`config.mk`:
```
export PLATFORM = sky130hd
export DESIGN_NAME = elink_rec_collector
export DESIGN_NICKNAME = d
export VERILOG_FILES = /design/src/rtl/elink_rec_pkg.sv /design/src/rtl/elink_rec_fifo.sv /design/src/rtl/elink_rec_collector.sv
export SDC_FILE = /design/constraint.sdc
export NUM_CORES = 1
export LEC_CHECK = 0
export ABC_CLOCK_PERIOD_IN_PS = 7350
export BUFFER_PORTS_ARGS = -buffer_cell sky130_fd_sc_hd__buf_2
export CORE_MARGIN = 4
export CORE_UTILIZATION = 50
export CTS_CLUSTER_DIAMETER = 50
export DETAILED_ROUTE_END_ITERATION = 8
export MAX_ROUTING_LAYER = met4
export PLACE_DENSITY = 0.74
export SYNTH_ARGS = -nofsm -noshare
export SYNTH_HDL_FRONTEND = slang
export SYNTH_SLANG_ARGS = --single-unit
```
`constraint.sdc`:
```
create_clock -name clk -period 7.35 [get_ports clk]
set_clock_uncertainty 0.15 [all_clocks]
set_input_delay 0.735 -clock clk [delete_from_list [all_inputs] [get_ports clk]]
set_output_delay 0.735 -clock clk [all_outputs]
set_load 0.01 [all_outputs]
```
`src/rtl/elink_rec_pkg.sv`:
```
// Shared widths, word type and FSM state encoding for the uplink record collector.
// Latency: n/a (declarations only).
// Backpressure: n/a.
package elink_rec_pkg;

  localparam int DATA_W    = 76;
  localparam int LAT_CNT_W = 4;   // holds WRITE_LATENCY-1 for WRITE_LATENCY up to 15
  localparam int TO_CNT_W  = 8;   // holds TIMEOUT-1 for TIMEOUT up to 255
  localparam int MSG_CNT_W = 16;

  typedef logic [DATA_W-1:0] word_t;

  typedef enum logic [1:0] {
    ST_IDLE     = 2'd0,
    ST_WAIT_MSG = 2'd1,
    ST_LATENCY  = 2'd2,
    ST_DONE     = 2'd3
  } state_t;

endpackage

```
`src/rtl/elink_rec_fifo.sv`:
```
// Synchronous single-clock word FIFO with registered read port and registered full/empty flags.
// Latency: pop_dat/pop_dat_vld one cycle after pop_vld; flags reflect occupancy after the edge.
// Backpressure: push refused when full unless a pop succeeds in the same cycle; pop on empty ignored.
module elink_rec_fifo
  import elink_rec_pkg::*;
#(
  parameter int DEPTH = 8
) (
  input  logic  clk,
  input  logic  rst,
  input  logic  push_vld,
  input  word_t push_dat,
  output logic  push_acc,
  input  logic  pop_vld,
  output word_t pop_dat,
  output logic  pop_dat_vld,
  output logic  empty,
  output logic  full
);

  localparam int PTR_W = $clog2(DEPTH);
  localparam int CNT_W = PTR_W + 1;

  logic [PTR_W-1:0] wr_ptr_q, wr_ptr_d;
  logic [PTR_W-1:0] rd_ptr_q, rd_ptr_d;
  logic [CNT_W-1:0] cnt_q, cnt_d;
  word_t            mem_q [DEPTH];
  word_t            mem_d [DEPTH];
  word_t            rd_dat_q, rd_dat_d;
  logic             rd_vld_q, rd_vld_d;
  logic             empty_q, empty_d;
  logic             full_q, full_d;
  logic             pop_ok;
  logic             push_ok;

  // Next-state for pointers, storage, read register and occupancy flags
  always_comb begin
    wr_ptr_d = wr_ptr_q;
    rd_ptr_d = rd_ptr_q;
    mem_d    = mem_q;
    rd_dat_d = rd_dat_q;
    rd_vld_d = 1'b0;

    // A pop frees a slot this same edge, so a push into a full FIFO still fits
    pop_ok  = pop_vld && !empty_q;
    push_ok = push_vld && (!full_q || pop_ok);

    if (push_ok) begin
      mem_d[wr_ptr_q] = push_dat;
      wr_ptr_d        = wr_ptr_q + 1'b1;
    end
    if (pop_ok) begin
      rd_dat_d = mem_q[rd_ptr_q];
      rd_ptr_d = rd_ptr_q + 1'b1;
      rd_vld_d = 1'b1;
    end

    cnt_d   = cnt_q + CNT_W'(push_ok) - CNT_W'(pop_ok);
    empty_d = (cnt_d == '0);
    full_d  = (cnt_d == CNT_W'(DEPTH));
  end

  // Control state with synchronous active-low reset; reset discards all stored words
  always_ff @(posedge clk) begin
    if (!rst) begin
      wr_ptr_q <= '0;
      rd_ptr_q <= '0;
      cnt_q    <= '0;
      rd_dat_q <= '0;
      rd_vld_q <= 1'b0;
      empty_q  <= 1'b1;
      full_q   <= 1'b0;
    end else begin
      wr_ptr_q <= wr_ptr_d;
      rd_ptr_q <= rd_ptr_d;
      cnt_q    <= cnt_d;
      rd_dat_q <= rd_dat_d;
      rd_vld_q <= rd_vld_d;
      empty_q  <= empty_d;
      full_q   <= full_d;
    end
  end

  // Storage array needs no reset: pointers alone define which entries are live
  always_ff @(posedge clk) begin
    mem_q <= mem_d;
  end

  assign push_acc    = push_ok;
  assign pop_dat     = rd_dat_q;
  assign pop_dat_vld = rd_vld_q;
  assign empty       = empty_q;
  assign full        = full_q;

endmodule

```
`src/rtl/elink_rec_collector.sv`:
```
// Collects one uplink word per write transaction into a FIFO and signals completion after a fixed latency.
// Latency: end_write_elink pulses WRITE_LATENCY+1 cycles after the capture edge; reads return one cycle after rd_en.
// Backpressure: none toward the core; a capture into a full FIFO is dropped and flagged in overflow_err.
module elink_rec_collector
  import elink_rec_pkg::*;
#(
  parameter int WRITE_LATENCY = 4,
  parameter int TIMEOUT       = 255,
  parameter int FIFO_DEPTH    = 8
) (
  input  logic                 clk,
  input  logic                 rst,
  input  logic                 start_write_elink,
  input  logic                 send_mes_elink,
  input  logic [DATA_W-1:0]    data_rec_uplink,
  output logic                 end_write_elink,
  input  logic                 rd_en,
  output logic [DATA_W-1:0]    rd_data,
  output logic                 rd_valid,
  output logic                 fifo_empty,
  output logic                 fifo_full,
  output logic [MSG_CNT_W-1:0] msg_count,
  output logic                 overflow_err,
  output logic                 timeout_err,
  input  logic                 clr_err
);

  state_t                 state_q, state_d;
  logic [LAT_CNT_W-1:0]   lat_cnt_q, lat_cnt_d;
  logic [TO_CNT_W-1:0]    to_cnt_q, to_cnt_d;
  logic [MSG_CNT_W-1:0]   msg_cnt_q, msg_cnt_d;
  logic                   end_q, end_d;
  logic                   ovf_err_q, ovf_err_d;
  logic                   to_err_q, to_err_d;
  logic                   capture;
  logic                   to_expire;
  logic                   push_acc;

  elink_rec_fifo #(
    .DEPTH (FIFO_DEPTH)
  ) u_fifo (
    .clk         (clk),
    .rst         (rst),
    .push_vld    (capture),
    .push_dat    (data_rec_uplink),
    .push_acc    (push_acc),
    .pop_vld     (rd_en),
    .pop_dat     (rd_data),
    .pop_dat_vld (rd_valid),
    .empty       (fifo_empty),
    .full        (fifo_full)
  );

  // Transaction FSM: next state, latency/timeout counters and capture strobe
  always_comb begin
    state_d   = state_q;
    lat_cnt_d = lat_cnt_q;
    to_cnt_d  = to_cnt_q;
    capture   = 1'b0;
    to_expire = 1'b0;

    unique case (state_q)
      ST_IDLE: begin
        // send_mes_elink has no meaning until a transaction is opened
        if (start_write_elink) begin
          state_d  = ST_WAIT_MSG;
          to_cnt_d = '0;
        end
      end
      ST_WAIT_MSG: begin
        // A word arriving on the last allowed cycle still wins over the timeout
        if (send_mes_elink) begin
          capture   = 1'b1;
          lat_cnt_d = LAT_CNT_W'(WRITE_LATENCY - 1);
          to_cnt_d  = '0;
          state_d   = ST_LATENCY;
        end else if (to_cnt_q == TO_CNT_W'(TIMEOUT - 1)) begin
          to_expire = 1'b1;
          to_cnt_d  = '0;
          state_d   = ST_IDLE;
        end else begin
          to_cnt_d = to_cnt_q + 1'b1;
        end
      end
      ST_LATENCY: begin
        if (lat_cnt_q == '0) begin
          state_d = ST_DONE;
        end else begin
          lat_cnt_d = lat_cnt_q - 1'b1;
        end
      end
      ST_DONE: begin
        state_d = ST_IDLE;
      end
      default: begin
        state_d = ST_IDLE;
      end
    endcase
  end

  // Completion pulse, accepted-word count and sticky errors (a set beats a same-cycle clear)
  always_comb begin
    // Registering the DONE decode puts the pulse one cycle after DONE, i.e. WRITE_LATENCY+1 after capture
    end_d     = (state_q == ST_DONE);
    msg_cnt_d = msg_cnt_q + MSG_CNT_W'(push_acc);

    ovf_err_d = ovf_err_q;
    if (capture && !push_acc) begin
      ovf_err_d = 1'b1;
    end else if (clr_err) begin
      ovf_err_d = 1'b0;
    end

    to_err_d = to_err_q;
    if (to_expire) begin
      to_err_d = 1'b1;
    end else if (clr_err) begin
      to_err_d = 1'b0;
    end
  end

  // State and counter registers; reset aborts any open transaction without a completion pulse
  always_ff @(posedge clk) begin
    if (!rst) begin
      state_q   <= ST_IDLE;
      lat_cnt_q <= '0;
      to_cnt_q  <= '0;
      msg_cnt_q <= '0;
      end_q     <= 1'b0;
      ovf_err_q <= 1'b0;
      to_err_q  <= 1'b0;
    end else begin
      state_q   <= state_d;
      lat_cnt_q <= lat_cnt_d;
      to_cnt_q  <= to_cnt_d;
      msg_cnt_q <= msg_cnt_d;
      end_q     <= end_d;
      ovf_err_q <= ovf_err_d;
      to_err_q  <= to_err_d;
    end
  end

  assign end_write_elink = end_q;
  assign msg_count       = msg_cnt_q;
  assign overflow_err    = ovf_err_q;
  assign timeout_err     = to_err_q;

endmodule

```
**Word level (Yosys, flattened, before mapping)**

Cells that the tools add are included.

- Eq/ne operators: 10
- Bitwise logic cells: 2
- Reduce and logical (&&, ||, !) cells: 18
- Multiplexer cells: 27
- Add/sub/neg operators: 7
- Order comparisons: 3

Operators with widths:

| operator | count |
|---|---|
| bitwise mux 608 bit | 1 |
| binary-select mux 76 bit (select 3 bit) | 1 |
| demux 76 bit (select 3 bit) | 1 |
| 2-to-1 mux 76 bit | 3 |
| 2-to-1 mux 8 bit | 3 |
| adder 16 x 1 -> 16 bit | 1 |
| case mux 8 bit (2 select lines) | 1 |
| 2-to-1 mux 1 bit | 9 |
| adder 8 x 1 -> 8 bit, second input constant | 1 |
| == test 8 bit, second input constant | 1 |
| greater-or-equal comparator 4 bit, second input constant | 2 |
| zero test 4 bit | 2 |
| 2-to-1 mux 2 bit | 4 |
| 2-to-1 mux 4 bit | 2 |
| inequality test 2 bit, second input constant | 4 |
| NOT 3 -> 4 bit | 2 |
| case mux 2 bit (4 select lines) | 1 |
| case mux 4 bit (2 select lines) | 1 |
| nonzero test 2 bit | 4 |
| adder 3 x 1 -> 3 bit, second input constant | 2 |
| AND reduction 3 bit | 2 |
| adder 4 x 1 -> 4 bit | 1 |
| == test 2 bit, second input constant | 2 |
| == test 4 bit, second input constant | 1 |
| other kinds (10) | 15 |

- Output and inout port bits: 98
- Bits of input ports: 82
- Register bits: 730
- Word-level logic and storage cells: 89

**Depth between registers and ports, before layout**

- Depth in word-level cells: 7
- Mapped depth: 12
- Depth with buffers taken out: 10

**By module**

From an unflattened synthesis, not the netlist that was laid out.

- Cells, all modules: 1703
- Area total of the unflattened synthesis: 27909.3 µm²

Modules (own cells, without submodules):

| module | cells each | times used | area an instance (µm²) | seq. area each (µm²) |
|---|---|---|---|---|
| elink_rec_fifo | 1536 | 1 | 26419.1 | 20039.2 |
| elink_rec_collector | 167 | 1 | 1490.2 | 660.6 |

**Least setup slack after synthesis**

No wires, ideal clock.

- Path kind: input -> register
- Start: in rd_en
- End: reg u_fifo.mem_q[532] (netlist name), enable pin
- Cell stages on the path: 4
- Path slack: 0.018 ns
- Buffers on the path: 0
- Data arrival time: 6.579 ns
- Setup time: 0.604 ns
- Data required time: 6.596 ns
- Cells stage by stage: nand2b_1 -> a21oi_1 -> nand2b_1 -> nor3_1

- Word-level cells in the longest chain between the ends: 3

RTL lines:

| item | line | RTL |
|---|---|---|
| start, declared | elink_rec_collector.sv:17 | `input logic rd_en,` |
| logical AND 1 bit | elink_rec_fifo.sv:45 | `pop_ok = pop_vld && !empty_q;` |
| logical OR 1 bit | elink_rec_fifo.sv:46 | `push_ok = push_vld && (!full_q \|\| pop_ok);` |
| logical AND 1 bit | elink_rec_fifo.sv:46 |  |
| net push_acc | elink_rec_collector.sv:37 | `logic push_acc;` |
| end signal, assigned | elink_rec_fifo.sv:86 | `mem_q <= mem_d;` |
| end, declared | elink_rec_fifo.sv:27 | `word_t mem_q [DEPTH];` |

The timed path passes the listed nets, and every way through them passes these cells.
A chain may end at the register's enable or synchronous reset.

**Worst setup path in the final report**

- Start: reg u_fifo.empty_q, in the netlist u_fifo.empty
- End: reg u_fifo.mem_q[51] (netlist name), enable pin

- Word-level cells in the longest chain between the ends: 4

RTL lines:

| item | line | RTL |
|---|---|---|
| start, declared | elink_rec_fifo.sv:31 | `logic empty_q, empty_d;` |
| start signal, assigned | elink_rec_fifo.sv:79 | `empty_q <= empty_d;` |
| zero test 1 bit | elink_rec_fifo.sv:45 |  |
| logical AND 1 bit | elink_rec_fifo.sv:45 |  |
| logical OR 1 bit | elink_rec_fifo.sv:46 |  |
| logical AND 1 bit | elink_rec_fifo.sv:46 |  |
| net push_acc | elink_rec_collector.sv:37 |  |

The timed path passes the listed nets, and every way through them passes these cells.

==> impl_metrics.json <==
{
  "synth_common_cells": "edfxtp_1, mux4_2, dfxtp_1",
  "synth_cell_type_count": 48,
  "synthTopCellsByArea": "edfxtp_1, mux4_2, dfxtp_1",
  "nets": 1666,
  "start_util_pct": 50.75,
  "dr.pass1.iters": 5,
  "core_area_um2": 52760,
  "finalCritPeriodShare_pct": 52.64,
  "hold_viol_final": 0,
  "clk_latency_ps": 620,
  "grt_pass1_vias": 13960,
  "crit_type": "register to register",
  "path_delay_family": "simple AND/OR/NAND/NOR gates",
  "grt_pass1_wl_mm": 85.95,
  "synth_seq_area_share_pct": 77.31,
  "layout-drive-gt1-share_pct": 29.80,
  "report.final.slew_viol_count": 0,
  "r2r-end": "u_fifo.mem_q[51]",
  "synth-xor-area-share_pct": 0.6869,
  "io_pins": 180,
  "cp_cell_sequence": "nand2b_1 > a21oi_1 > nand2_1 > nor2_4 > buf_4",
  "powerDensity_nw_per_um2": 305.3,
  "drtIter0Drc": 951,
  "yosysMostFrequentCell": "edfxtp_1",
  "clk_pin_slew_worst_paths_ps": 60,
  "vias": 13570,
  "area_growth_pct": 15.61,
  "status": "finished, final reports clean",
  "wl_per_cell_um": 24.22,
  "cts_setup_buffers": 0,
  "setup_viol": 0,
  "io_buffers": 179,
  "hold_buffers": 0,
  "fin_area_um2": 30950,
  "ant_nets": 0,
  "die_area_um2": 57310,
  "place.gp.congestion": 0.7302,
  "placed_area_um2": 28430,
  "synthCells": 1367,
  "postLayoutCoreUtil_pct": 58.67,
  "yosys_warnings": 0,
  "grt_max_degree": 110,
  "cp-end-kind": "register",
  "syn_nets": 1462,
  "slowest_stage": "nor2_4",
  "r2r-start": "u_fifo.empty",
  "htreeDepth": 3,
  "cts_resized": 0,
  "crit_path_end": "u_fifo.mem_q[51]",
  "multiInputGateArea_um2": 5761,
  "synth_compound_area_share_pct": 4.014,
  "grt.overflow.total": 0,
  "cp.arrival_ps": 3940,
  "hold_class": "primary input to register",
  "tns_ps": 0,
  "synth_edf_count": 608,
  "synth_top_family_by_area": "multiplexers",
  "synth_ff_type": "edfxtp_1",
  "synth_adder_area_share_pct": 0.6355,
  "critPathMaxFanout": 49,
  "fmaxAchievable_mhz": 258.4,
  "synth.top_cell.area_share_pct": 68.19,
  "rsz0062_at_grt": "false",
  "synthArstFlopShare_pct": 0,
  "avgSynthCellArea_um2": 19.59,
  "cts_buffers": 76,
  "crit_start": "u_fifo.empty",
  "muxShareOfSynthArea_pct": 12.82,
  "synth-seq-cells": 730,
  "min_period_ps": 3869,
  "die_y_um": 239.4,
  "cts.sinks": 730,
  "cts_tree": "done",
  "seqCellArea_um2": 20710,
  "drc_errors": 0,
  "max-slew-margin-rel_pct": 27.05,
  "required_ps": 7420,
  "slowest_delay_ps": 850,
  "detailed_place_hpwl_mm": 30.65,
  "worst_pin_slew_ps": 1094,
  "die_w_um": 239.4,
  "rows": 84,
  "syn_area_um2": 26770,
  "antenna_found_initial": 9,
  "drt-total-wl_mm": 56.40,
  "rrSetupSlack_ps": 3480,
  "vias_per_cell": 5.827,
  "fillers": 3795,
  "synth_area_leader_cell": "edfxtp_1",
  "peakVddDrop_uv": 174.3,
  "cap_violations": 0,
  "grt_usage_pct": 20.46,
  "reg2regPathDepth": 5,
  "cp-start-kind": "register",
  "crit_buf_inv": 1,
  "cp.depth": 5,
  "leakage_nw": 10.22,
  "synthSimpleGateAreaFrac_pct": 3.094,
  "root_buffer": "clkbuf_16",
  "cts_buffer_depth": 3
}
[worst reg2reg max path: stages, from the launching register on]
cell and delay, ps:
dfxtp_1 310, nand2b_1 260, a21oi_1 660, nand2_1 400, nor2_4 850, buf_4 800
[registers in the layout, summed over array words and instances (netlist names), 3 cells and up, named ones only]
signal,count
u_fifo.wr_ptr_q,3
u_fifo.mem_q,608
u_fifo.rd_ptr_q,3
to_cnt_q,8
msg_count,16
u_fifo.pop_dat,76
lat_cnt_q,4
u_fifo.cnt_q,4
[power breakdown]
| part | leakage [nW] | switching, mW | total (mW) | internal, mW |
|---|---|---|---|---|
| logic | 2.52 | 0.530 | 0.897 | 0.367 |
| registers | 6.48 | 0.115 | 4.76 | 4.64 |
| clock network | 1.22 | 1.56 | 3.79 | 2.23 |
[cells in the final DEF (no fill, tap or decap), types with 5 or more instances in the layout]
master / instances
clkinvlp_4: 5
o21ai_0: 77
ha_1: 12
nand2b_1: 5
o22ai_1: 76
nor2_1: 103
bufinv_16: 5
nand4_1: 6
nand2_1: 16
or4_1: 5
a211oi_1: 5
buf_2: 179
clkinv_1: 15
dfxtp_1: 120
a21oi_1: 11
clkbuf_8: 8
inv_1: 13
edfxtp_1: 608
nand3_1: 8
xor2_1: 12
diode_2: 7
clkbuf_16: 79
buf_4: 18
clkbuf_1: 10
clkinv_2: 12
and2_1: 6
nor2_4: 6
mux4_2: 152
xnor2_1: 9
[cells by family (layout without fill, tap and decap cells)]
| kind of cell | after synthesis | after routing |
|---|---|---|
| compound gates | 184 | 184 |
| simple gates | 180 | 180 |
| fa+ha+maj | 13 | 13 |
| xor+xnor | 21 | 21 |
| mux | 153 | 153 |
| flops | 730 | 730 |
| other cells | 0 | 7 |
| buf+inv | 86 | 353 |
[layer usage]
layer | global-route usage [%] | routed length [µm]
met1 | 27.72 | 23690
met2 | 32.29 | 28100
met3 | 4.583 | 3747
met4 | 4.925 | 865
met5 | - | 0
[cell type report]
cell class,count,area share [%]
clock buffer,97,6.864
clock inverter,44,1.225
multi-input combinational,551,18.61
timing repair buffer,198,3.395
tap,688,2.781
inverter,14,0.1698
sequential,730,66.90
antenna,7,0.05659
[metrics by stage]
step / std cells / total power, mW / worst slack, ps / hold slack [ps]
final: 2329 / 9.449 / 3481 / 240.0
after global routing: 2329 / 9.812 / 3251 / 228.7
after CTS: 2322 / 9.533 / 3490 / 204.8
after detailed placement: 2181 / 5.753 / 3079 / 328.0
after global placement: 2181 / 5.730 / 3173 / 314.3
after floorplan: 1367 / 5.376 / 17.67 / 311.8
[worst min path at each step]
stage,depth (start not counted),start,endpoint
final,1,data_rec_uplink[36],u_fifo.mem_q[492]
after CTS,1,data_rec_uplink[70],u_fifo.mem_q[70]
after detailed placement,2,msg_count[15],msg_count[15]
after floorplan,2,u_fifo.rd_ptr_q[0],u_fifo.rd_ptr_q[0]
after global routing,1,data_rec_uplink[75],u_fifo.mem_q[227]
after global placement,2,msg_count[15],msg_count[15]
Power figures use the tool's default switching activity.
